`src/rtl/cam_line_reader.sv`:
```
// cam_line_reader: captures one CCD line per SI pulse into a ping-pong buffer.
// Optional running min/max/threshold outputs are enabled with CAM_MINMAX_EN.
module cam_line_reader #(
    parameter int NPIX    = 128,
    parameter int DW      = 8,
    parameter int SKIP    = 1,
    parameter int TIMEOUT = 255,
    localparam int AW     = $clog2(NPIX)
) (
    input  logic          cam_clk,
    input  logic          rst_n,
    input  logic          cam_si,
    input  logic          adc_valid,
    input  logic [DW-1:0] adc_data,
    input  logic [AW-1:0] rd_addr,
    output logic [DW-1:0] rd_data,
    output logic          line_ready,
    output logic [15:0]   line_cnt,
    output logic [7:0]    abort_cnt,
    output logic          busy
`ifdef CAM_MINMAX_EN
    ,
    output logic [DW-1:0] pix_min,
    output logic [DW-1:0] pix_max,
    output logic [DW-1:0] thresh
`endif
);

    localparam logic [1:0] S_IDLE = 2'd0;
    localparam logic [1:0] S_SKIP = 2'd1;
    localparam logic [1:0] S_CAP  = 2'd2;
    localparam logic [1:0] S_DONE = 2'd3;

    localparam int SCW  = (SKIP > 1) ? $clog2(SKIP) : 1;
    localparam int SKM1 = (SKIP > 0) ? SKIP - 1 : 0;
    localparam int TW   = $clog2(TIMEOUT + 1);

    localparam logic [SCW-1:0] SKIP_LAST = SCW'(SKM1);
    localparam logic [TW-1:0]  TMO_LAST  = TW'(TIMEOUT - 1);
    localparam logic [AW-1:0]  IDX_LAST  = AW'(NPIX - 1);
    localparam logic [AW:0]    NPIX_W    = (AW + 1)'(NPIX);

    logic [1:0]     state_q, state_d;
    logic           si_q;
    logic           si_edge;
    logic           bank_q, bank_d;
    logic [AW-1:0]  idx_q, idx_d;
    logic [SCW-1:0] skip_q, skip_d;
    logic [TW-1:0]  tmo_q, tmo_d;
    logic [15:0]    line_cnt_q, line_cnt_d;
    logic [7:0]     abort_cnt_q, abort_cnt_d;
    logic           ready_q, ready_d;
    logic           busy_q, busy_d;
    logic [DW-1:0]  rd_data_q;
    logic           wr_en;
    logic           abort_inc;
    logic           start_line;
    logic           cap_start;

    // bank_q selects the write half; the read half is always the other one
    logic [DW-1:0]  mem [2**(AW+1)];

    assign si_edge = cam_si & ~si_q;

    // Next-state logic: line sequencing, aborts and completion
    always_comb begin
        state_d    = state_q;
        bank_d     = bank_q;
        idx_d      = idx_q;
        skip_d     = skip_q;
        tmo_d      = tmo_q;
        line_cnt_d = line_cnt_q;
        ready_d    = 1'b0;
        wr_en      = 1'b0;
        abort_inc  = 1'b0;
        start_line = 1'b0;
        cap_start  = 1'b0;
        unique case (state_q)
            S_IDLE: begin
                if (si_edge) start_line = 1'b1;
            end
            S_SKIP: begin
                if (si_edge) begin
                    abort_inc  = 1'b1;
                    start_line = 1'b1;
                end else if (skip_q == SKIP_LAST) begin
                    state_d   = S_CAP;
                    idx_d     = '0;
                    tmo_d     = '0;
                    cap_start = 1'b1;
                end else begin
                    skip_d = skip_q + 1'b1;
                end
            end
            S_CAP: begin
                if (si_edge) begin
                    abort_inc  = 1'b1;
                    start_line = 1'b1;
                end else if (adc_valid) begin
                    wr_en = 1'b1;
                    tmo_d = '0;
                    if (idx_q == IDX_LAST) state_d = S_DONE;
                    else idx_d = idx_q + 1'b1;
                end else if (tmo_q == TMO_LAST) begin
                    abort_inc = 1'b1;
                    state_d   = S_IDLE;
                end else begin
                    tmo_d = tmo_q + 1'b1;
                end
            end
            S_DONE: begin
                bank_d     = ~bank_q;
                ready_d    = 1'b1;
                line_cnt_d = line_cnt_q + 16'd1;
                state_d    = S_IDLE;
                // an SI edge here starts the next line right after the swap
                if (si_edge) start_line = 1'b1;
            end
            default: state_d = S_IDLE;
        endcase
        if (start_line) begin
            skip_d = '0;
            idx_d  = '0;
            tmo_d  = '0;
            if (SKIP == 0) begin
                state_d   = S_CAP;
                cap_start = 1'b1;
            end else begin
                state_d = S_SKIP;
            end
        end
        abort_cnt_d = abort_cnt_q;
        if (abort_inc && abort_cnt_q != 8'hFF) abort_cnt_d = abort_cnt_q + 8'd1;
        busy_d = (state_d == S_SKIP) || (state_d == S_CAP);
    end

    // Control and status registers
    always_ff @(posedge cam_clk or negedge rst_n) begin
        if (!rst_n) begin
            state_q     <= S_IDLE;
            si_q        <= 1'b0;
            bank_q      <= 1'b0;
            idx_q       <= '0;
            skip_q      <= '0;
            tmo_q       <= '0;
            line_cnt_q  <= '0;
            abort_cnt_q <= '0;
            ready_q     <= 1'b0;
            busy_q      <= 1'b0;
        end else begin
            state_q     <= state_d;
            si_q        <= cam_si;
            bank_q      <= bank_d;
            idx_q       <= idx_d;
            skip_q      <= skip_d;
            tmo_q       <= tmo_d;
            line_cnt_q  <= line_cnt_d;
            abort_cnt_q <= abort_cnt_d;
            ready_q     <= ready_d;
            busy_q      <= busy_d;
        end
    end

    // Pixel write into the current write bank
    always_ff @(posedge cam_clk) begin
        if (wr_en) mem[{bank_q, idx_q}] <= adc_data;
    end

    // Registered read from the completed bank; out-of-range reads return 0
    always_ff @(posedge cam_clk or negedge rst_n) begin
        if (!rst_n) begin
            rd_data_q <= '0;
        end else if ({1'b0, rd_addr} < NPIX_W) begin
            rd_data_q <= mem[{~bank_q, rd_addr}];
        end else begin
            rd_data_q <= '0;
        end
    end

    assign rd_data    = rd_data_q;
    assign line_ready = ready_q;
    assign line_cnt   = line_cnt_q;
    assign abort_cnt  = abort_cnt_q;
    assign busy       = busy_q;

`ifdef CAM_MINMAX_EN
    logic [DW-1:0] run_min_q, run_max_q;
    logic [DW-1:0] pix_min_q, pix_max_q, thresh_q;
    logic [DW:0]   mm_sum;

    assign mm_sum = {1'b0, run_min_q} + {1'b0, run_max_q};

    // Running extremes per line, latched only when a line completes
    always_ff @(posedge cam_clk or negedge rst_n) begin
        if (!rst_n) begin
            run_min_q <= '1;
            run_max_q <= '0;
            pix_min_q <= '0;
            pix_max_q <= '0;
            thresh_q  <= '0;
        end else begin
            if (cap_start) begin
                run_min_q <= '1;
                run_max_q <= '0;
            end else if (wr_en) begin
                if (adc_data < run_min_q) run_min_q <= adc_data;
                if (adc_data > run_max_q) run_max_q <= adc_data;
            end
            if (state_q == S_DONE) begin
                pix_min_q <= run_min_q;
                pix_max_q <= run_max_q;
                thresh_q  <= mm_sum[DW:1];
            end
        end
    end

    assign pix_min = pix_min_q;
    assign pix_max = pix_max_q;
    assign thresh  = thresh_q;
`endif

endmodule

```
`config.mk`:
```
export PLATFORM = sky130hd
export DESIGN_NAME = cam_line_reader
export DESIGN_NICKNAME = d
export VERILOG_FILES = /design/src/rtl/cam_line_reader.sv
export SDC_FILE = /design/constraint.sdc
export NUM_CORES = 2
export LEC_CHECK = 0
export CELL_PAD_IN_SITES_DETAIL_PLACEMENT = 0
export CELL_PAD_IN_SITES_GLOBAL_PLACEMENT = 2
export CORE_MARGIN = 2
export CORE_UTILIZATION = 42
export CTS_CLUSTER_DIAMETER = 40
export DETAILED_ROUTE_END_ITERATION = 8
export GPL_ROUTABILITY_DRIVEN = 0
export HOLD_SLACK_MARGIN = 0.03
export PLACE_DENSITY_LB_ADDON = 0.1
export SYNTH_ARGS = -nofsm -noshare
export SYNTH_HDL_FRONTEND = slang
export SYNTH_SLANG_ARGS = --single-unit
```
`constraint.sdc`:
```
create_clock -name cam_clk -period 3.1 [get_ports cam_clk]
set_clock_uncertainty 0.1 [all_clocks]
set_input_delay 0.31 -clock cam_clk [delete_from_list [all_inputs] [get_ports cam_clk]]
set_output_delay 0.31 -clock cam_clk [all_outputs]
set_load 0.02 [all_outputs]
```
-- After elaboration in Yosys (flattened, before gate mapping)
Memories as Yosys holds them, arrays and structs flattened. A register that Yosys moved wholly into a read port is not among the register bits.
Index checks and enable logic that the tools add are counted.
- register bits after elaboration: 46
- bits in latches: 0
- bits in writable memories: 2048
- ROM bits: 0
- input bits: 19
- word-level logic and storage cells: 82
- memories: 1
- $add $sub $neg: 5
- $mul: 0
- divide/modulo/power cells: 0
- order comparisons: 0
- eq/ne operators: 15
- shift operators: 0
- multiplexer cells: 38
- bitwise gates (word level): 3
- reduce and logical (&&, ||, !) cells: 10
- memories (memory ; depth ; bits a word ; read ports ; clocked after Yosys merged registers in ; wr ports ; RTL line ; source):
    mem ; 256 ; 8 ; 1 ; 1 ; 1 ; 61 ; logic [DW-1:0] mem [2**(AW+1)];
- operators by type and width (cell ; number):
    8-bit 2-to-1 mux ; 6
    7-bit 2-to-1 mux ; 6
    16-bit by 1-bit adder with 16-bit output, second input constant ; 1
    8-bit by 1-bit adder with 8-bit output, second input constant ; 2
    8-bit case mux with 2 select lines ; 1
    1-bit 2-to-1 mux ; 15
    3-bit != test, second input constant ; 5
    2-bit 2-to-1 mux ; 7
    7-bit case mux with 2 select lines ; 1
    8-bit equality test, second input constant ; 1
    8-bit != test, second input constant ; 1
    7-bit by 1-bit adder with 7-bit output, second input constant ; 1
    7-bit equality test, second input constant ; 1
    2-bit equality test, second input constant ; 3
    2-bit case mux with 3 select lines ; 1
    6-bit AND reduction ; 1
    5-bit AND reduction ; 1
    2-bit by 1-bit equality test with 1-bit output, second input constant ; 2
    4-bit != test, second input constant ; 1
    4-bit OR reduction ; 1
    3-bit nonzero test ; 1
    2-bit logical NOT ; 1
    2-bit by 1-bit != test with 1-bit output, second input constant ; 1
    1-bit NOT ; 2
    8 further kinds ; 8

-- Depth between registers and ports, before layout
- word-level depth: 8
- gate-level depth with buffers: 13

-- Least setup slack after synthesis
OpenSTA, ideal clock, no wires.
- kind: reg-to-reg
- from: register state_q[0]
- to: memory mem[219][0] (enable)
- data arrival time: 2.333 ns
- data required time: 2.630 ns
- slack: 0.297 ns
- cell stages (with the launch flop): 9
- path buffers: 3
- clock period less this slack: 2.803 ns
- cells stage by stage: dfrtp_1 > inv_1 > ha_1 > and3_1 > clkbuf_1 > buf_1 > nand3_1 > clkbuf_1 > nor2_1
- longest elaborated chain between the ends: 4
- ends and longest elaborated chain (what ; RTL line ; source):
    start, declared ; 43 ; logic [1:0] state_q, state_d;
    start signal, assigned ; 151 ; state_q <= state_d;
    2-bit equality test ; 78 ; unique case (state_q)
    1-bit 2-to-1 mux ; 78 ;
    1-bit 2-to-1 mux ; 166 ; if (wr_en) mem[{bank_q, idx_q}] <= adc_data;
    1-bit 2-to-1 mux (implied by the code) ; 166 ;
    end, declared ; 61 ;
No other way between the ends.

-- Worst setup path after layout
- from: register bank_q
- to: register rd_data_q[2] (netlist: rd_data[2]), read port of mem
- longest elaborated chain between the ends: 1
- ends and longest elaborated chain (what ; RTL line ; source):
    start, declared ; 46 ; logic bank_q, bank_d;
    start signal, assigned ; 153 ; bank_q <= bank_d;
    1-bit NOT ; 174 ; rd_data_q <= mem[{~bank_q, rd_addr}];
    end, declared ; 54 ; logic [DW-1:0] rd_data_q;
No other way between the ends.
A chain may end at the register's enable or synchronous reset.

==> results.txt <==
Walking the worst path, the cells encountered are buf_12, and3_1, o221ai_1, o22ai_1, nor2_1, buf_4, a211oi_1, buf_4, and3b_1. The maximum ir drop on the vdd rail came out at 611.1 uV. The clock buffer count from CTS is 339. The flow ran to the end, and the final reports show no timing, DRC or antenna violations.

The final cycle utilization of the critical path is 95.30%. The length of the first detailed-routing pass in iterations is 5. The clock net sink count is 2101.

In this run the post-CTS setup repair buffer count came out at 0. After clock tree synthesis, the clock-pin slew on the worst setup and hold paths is 0.05 ns. The final-report setup violation count came out at 0.

The clock latency reported for the late side of the worst-skew pair is 0.91 ns. Counting flops with an async set or reset pin after synthesis yields a share of 2.523%. The number of buffers between clock root and the deepest sink is 4. The total power of the final layout came out at 73.14 mW.

The number of fill cells is 15090. The via total after detailed routing is 42300. The cell at the root of the clock tree is sky130_fd_sc_hd__clkbuf_16.

Setup repair after global routing left no endpoint under its margin. The number of levels the H-tree was split into is 5. The number of pins exceeding their max-slew limit in the final report came to 0.

Synthesis handed over a netlist of 3888 instances. Detailed placement ended at an HPWL of 146000 um. The netlist area before placement is 81670 um2. The first-pass GRT wire length came out at 323000 um.

The actual transition at the worst max-transition pin is 1.039 ns. The kind of cell with the highest combined delay along the critical path is compound AO/OA/AOI/OAI gates. The class of the most critical hold timing path is in2reg.

Max-cap violations in this run came to 0. The detailed-routed wire length on met2 is 108800 um. The number of violations reported at the end of detailed-routing iteration 0 is 4263. The region available for standard cell placement spans 192800 um2.

The number of buffers and inverters on the critical path is 3. Dividing the detail-routed wire length by the instance count gives 30.04 um. The net count reported at finish came out at 4755. The worst slew margin relative to its limit came out at 29.64%. The cell that appears most often on the critical path is sky130_fd_sc_hd__buf_4. The synthesis warning total is 0. Summed over all cells, the static leakage comes to 33.84 nW. Counting every net in the synthesized netlist gives 3919. The number of hold violations in the final report came to 0. The data required time of the critical path came out at 3.79 ns.

OpenSTA, run right after detailed placement, puts the worst setup slack at -0.5348 ns. Input and output buffers added on the ports amount to 52. Dividing total power by cell area gives a power density of 721.6 nW/um2. The count of standard-cell rows came out at 161. In the detailed route, the total length drawn on met3 is 12660 um.

The overflow left after global routing came out at 0. The sum of routed wire segments on met1 came out at 98450 um. The number of enable flip-flop cells after synthesis came out at 2048. The via count of the first global-routing pass came to 43460. The number of routed nets with antenna violations came out at 0. The residual DRC count is 0.

The largest individual stage delay along the critical path comes from the cell sky130_fd_sc_hd__a211oi_1. The number of distinct library cells after synthesis came out at 63. The routed via count divided by cell count is 5.637.

From bottom edge to top edge, the die measures 445.0 um. The total detailed-routing wirelength came out at 225400 um. Summing the sequential cell areas from Yosys gives 76.93% of the chip area. The CTS tree is yes. The die covers 198000 um2. During I/O placement, the number of pins put on the boundary was 53. At the worst endpoint, the arrival time is 3.64 ns. Signal routing reaches up to met4. The worst setup path is launched from a flip-flop. The initial cell density of the core came out at 42.36%. In the final layout, the share of cells above drive strength 1 is 34.69%. The shortest clock period the worst path allows after layout came out at 2.954 ns. The number of antenna violations at the first check in global routing came out at 7. STA classifies the critical path endpoint as a flip-flop. The synthesized flop and latch total is 2101. For this run, the total global-route usage over all layers was measured as 22.95%. The maximum fanout along the worst path is 16. The largest single stage delay on the critical path is 0.60 ns. The pin count of the biggest net entering global routing came out at 114. The worst setup path is of the reg2reg kind. The area added between synthesis and finish came out at 24.11%. The achievable frequency is 0.3385 GHz. Once routing completed, OpenROAD measured the worst setup slack at 0.1458 ns. The horizontal die dimension is 445.0 um. A synthesized cell averages 21.00 um2. For this run, the leading register cell type out of synthesis is sky130_fd_sc_hd__edfxtp_1.
==> power breakdown <==
| group | leakage [nW] | switching, mW | internal, mW |
|---|---|---|---|
| combinational | 9.38 | 2.89 | 1.92 |
| sequential | 19.1 | 0.247 | 31.3 |
| clock | 5.36 | 13.6 | 23.2 |
| total | 33.8 | 16.7 | 56.4 |
==> layout by cell type, fill, tap and decap left out, types with 34 or more instances in the layout <==
master,n
sky130_fd_sc_hd__a21oi_1,83
sky130_fd_sc_hd__a22oi_1,61
sky130_fd_sc_hd__buf_12,85
sky130_fd_sc_hd__buf_4,566
sky130_fd_sc_hd__clkbuf_16,342
sky130_fd_sc_hd__clkdlybuf4s50_1,37
sky130_fd_sc_hd__clkinv_2,35
sky130_fd_sc_hd__dfrtp_1,53
sky130_fd_sc_hd__edfxtp_1,2048
sky130_fd_sc_hd__inv_6,50
sky130_fd_sc_hd__mux2i_1,152
sky130_fd_sc_hd__mux4_2,477
sky130_fd_sc_hd__nand2_1,57
sky130_fd_sc_hd__nor2_1,314
sky130_fd_sc_hd__o21ai_0,34
sky130_fd_sc_hd__o221ai_1,55
sky130_fd_sc_hd__o22ai_1,41
==> metal layers <==
metal / vias to the layer above / track usage, %
met4: 0 / 6.317
met5: - / 0
li1: 18000 / -
met2: 1340 / 36.72
met3: 357 / 3.707
met1: 22600 / 32.81
==> tightest hold or removal path: cells and delay by family <==
family,cells,cell delay (ns)
buffers and inverters,2,0.66
and+or+nand+nor,2,0.12
AOI/OAI and AO/OA,1,0.08
==> metrics by stage <==
stage / hold WS (ns) / cells / utilization, % / instance area, um2 / TNS (ns)
floorplan: -0.08559 / 3888 / - / 81670 / 0
detailed placement: 0.3653 / 6897 / 46.76 / 90150 / -2.685
CTS: 0.1466 / 7502 / 52.57 / 101400 / 0
finish: 0.2098 / 7503 / 52.58 / 101400 / 0
global route: 0.2286 / 7503 / 52.58 / 101400 / 0
global placement: 0.3672 / 6897 / 46.76 / 90150 / -2.634
==> cells in the mapped netlist, types with 6 or more instances <==
library cell | count | area [um2]
sky130_fd_sc_hd__o22ai_1 | 41 | 256.5
sky130_fd_sc_hd__a22oi_1 | 61 | 457.9
sky130_fd_sc_hd__nor2b_1 | 15 | 93.84
sky130_fd_sc_hd__buf_4 | 33 | 247.7
sky130_fd_sc_hd__and3b_1 | 6 | 52.55
sky130_fd_sc_hd__a221oi_1 | 14 | 122.6
sky130_fd_sc_hd__nand3_1 | 30 | 150.1
sky130_fd_sc_hd__nand2_1 | 58 | 217.7
sky130_fd_sc_hd__buf_8 | 8 | 120.1
sky130_fd_sc_hd__edfxtp_1 | 2048 | 61500
sky130_fd_sc_hd__nand2b_1 | 8 | 50.05
sky130_fd_sc_hd__mux4_2 | 477 | 10740
sky130_fd_sc_hd__mux2i_1 | 152 | 1521
sky130_fd_sc_hd__a211oi_1 | 10 | 75.07
sky130_fd_sc_hd__o21ai_0 | 34 | 170.2
sky130_fd_sc_hd__buf_1 | 11 | 41.29
sky130_fd_sc_hd__buf_6 | 19 | 214.0
sky130_fd_sc_hd__mux2_2 | 14 | 157.7
sky130_fd_sc_hd__xor2_1 | 14 | 122.6
sky130_fd_sc_hd__a22o_1 | 12 | 105.1
sky130_fd_sc_hd__nor3_1 | 26 | 130.1
sky130_fd_sc_hd__clkbuf_1 | 100 | 375.4
sky130_fd_sc_hd__a21oi_1 | 83 | 415.4
sky130_fd_sc_hd__nand4_1 | 15 | 93.84
sky130_fd_sc_hd__dfrtp_1 | 53 | 1326
sky130_fd_sc_hd__nor2_1 | 317 | 1190
sky130_fd_sc_hd__o221ai_1 | 55 | 481.7
sky130_fd_sc_hd__inv_1 | 18 | 67.56
sky130_fd_sc_hd__and3_1 | 13 | 81.33
sky130_fd_sc_hd__a2111oi_0 | 9 | 78.83
sky130_fd_sc_hd__xnor2_1 | 16 | 140.1
sky130_fd_sc_hd__ha_1 | 12 | 150.1
sky130_fd_sc_hd__buf_2 | 45 | 225.2
==> timing repair <==
item	in CTS	in global routing
hold endpoints to repair	1024	0
hold buffers	12	0
resized for setup	1	1
setup endpoints to repair	1	1
==> registers in the layout (all words and copies together) (netlist names) <==
signal / cells
idx_q: 7
busy: 1
bank_q: 1
tmo_q: 8
mem: 2048
line_cnt: 16
line_ready: 1
abort_cnt: 8
rd_data: 8
si_q: 1
state_q: 2
==> kinds of logic after synthesis <==
logic type | synth area share (%)
buffers and inverters | 1.635
AND/OR/NAND/NOR | 2.747
adder cells (fa/ha/maj) | 0.1838
XOR/XNOR | 0.3217
multiplexers | 15.21
AO/OA/AOI/OAI | 2.974
flip-flops | 76.93
==> worst paths after layout <==
| check | start | end | slack, ns | cells past startpoint |
|---|---|---|---|---|
| min in group asynchronous | rst_n | busy$_DFF_PN0_ | 0.38 | 4 |
| min | adc_valid | tmo_q[0]$_DFFE_PN0P_ | 0.21 | 5 |
| max | bank_q$_DFFE_PN0P_ | rd_data[2]$_DFF_PN0_ | 0.15 | 9 |
| min reg2reg | line_cnt[15]$_DFFE_PN0P_ | line_cnt[15]$_DFFE_PN0P_ | 0.37 | 1 |
| max in group asynchronous | rst_n | rd_data[1]$_DFF_PN0_ | 2.21 | 4 |
| max reg2reg | bank_q$_DFFE_PN0P_ | rd_data[2]$_DFF_PN0_ | 0.15 | 9 |
==> cell type report <==
| cell class | instances | area (um2) | share of cell area, % |
|---|---|---|---|
| diodes | 1 | 2.502 | 0.002469 |
| clock buffers | 374 | 8718 | 8.601 |
| clock inverters | 219 | 2341 | 2.310 |
| inverters | 19 | 73.82 | 0.07283 |
| multi-input cells | 1550 | 17610 | 17.38 |
| flip-flops and latches | 2101 | 62830 | 61.98 |
| well taps | 2526 | 3161 | 3.118 |
| repair buffers | 713 | 6624 | 6.535 |
Note: power is estimated with default switching activity, not from simulation.
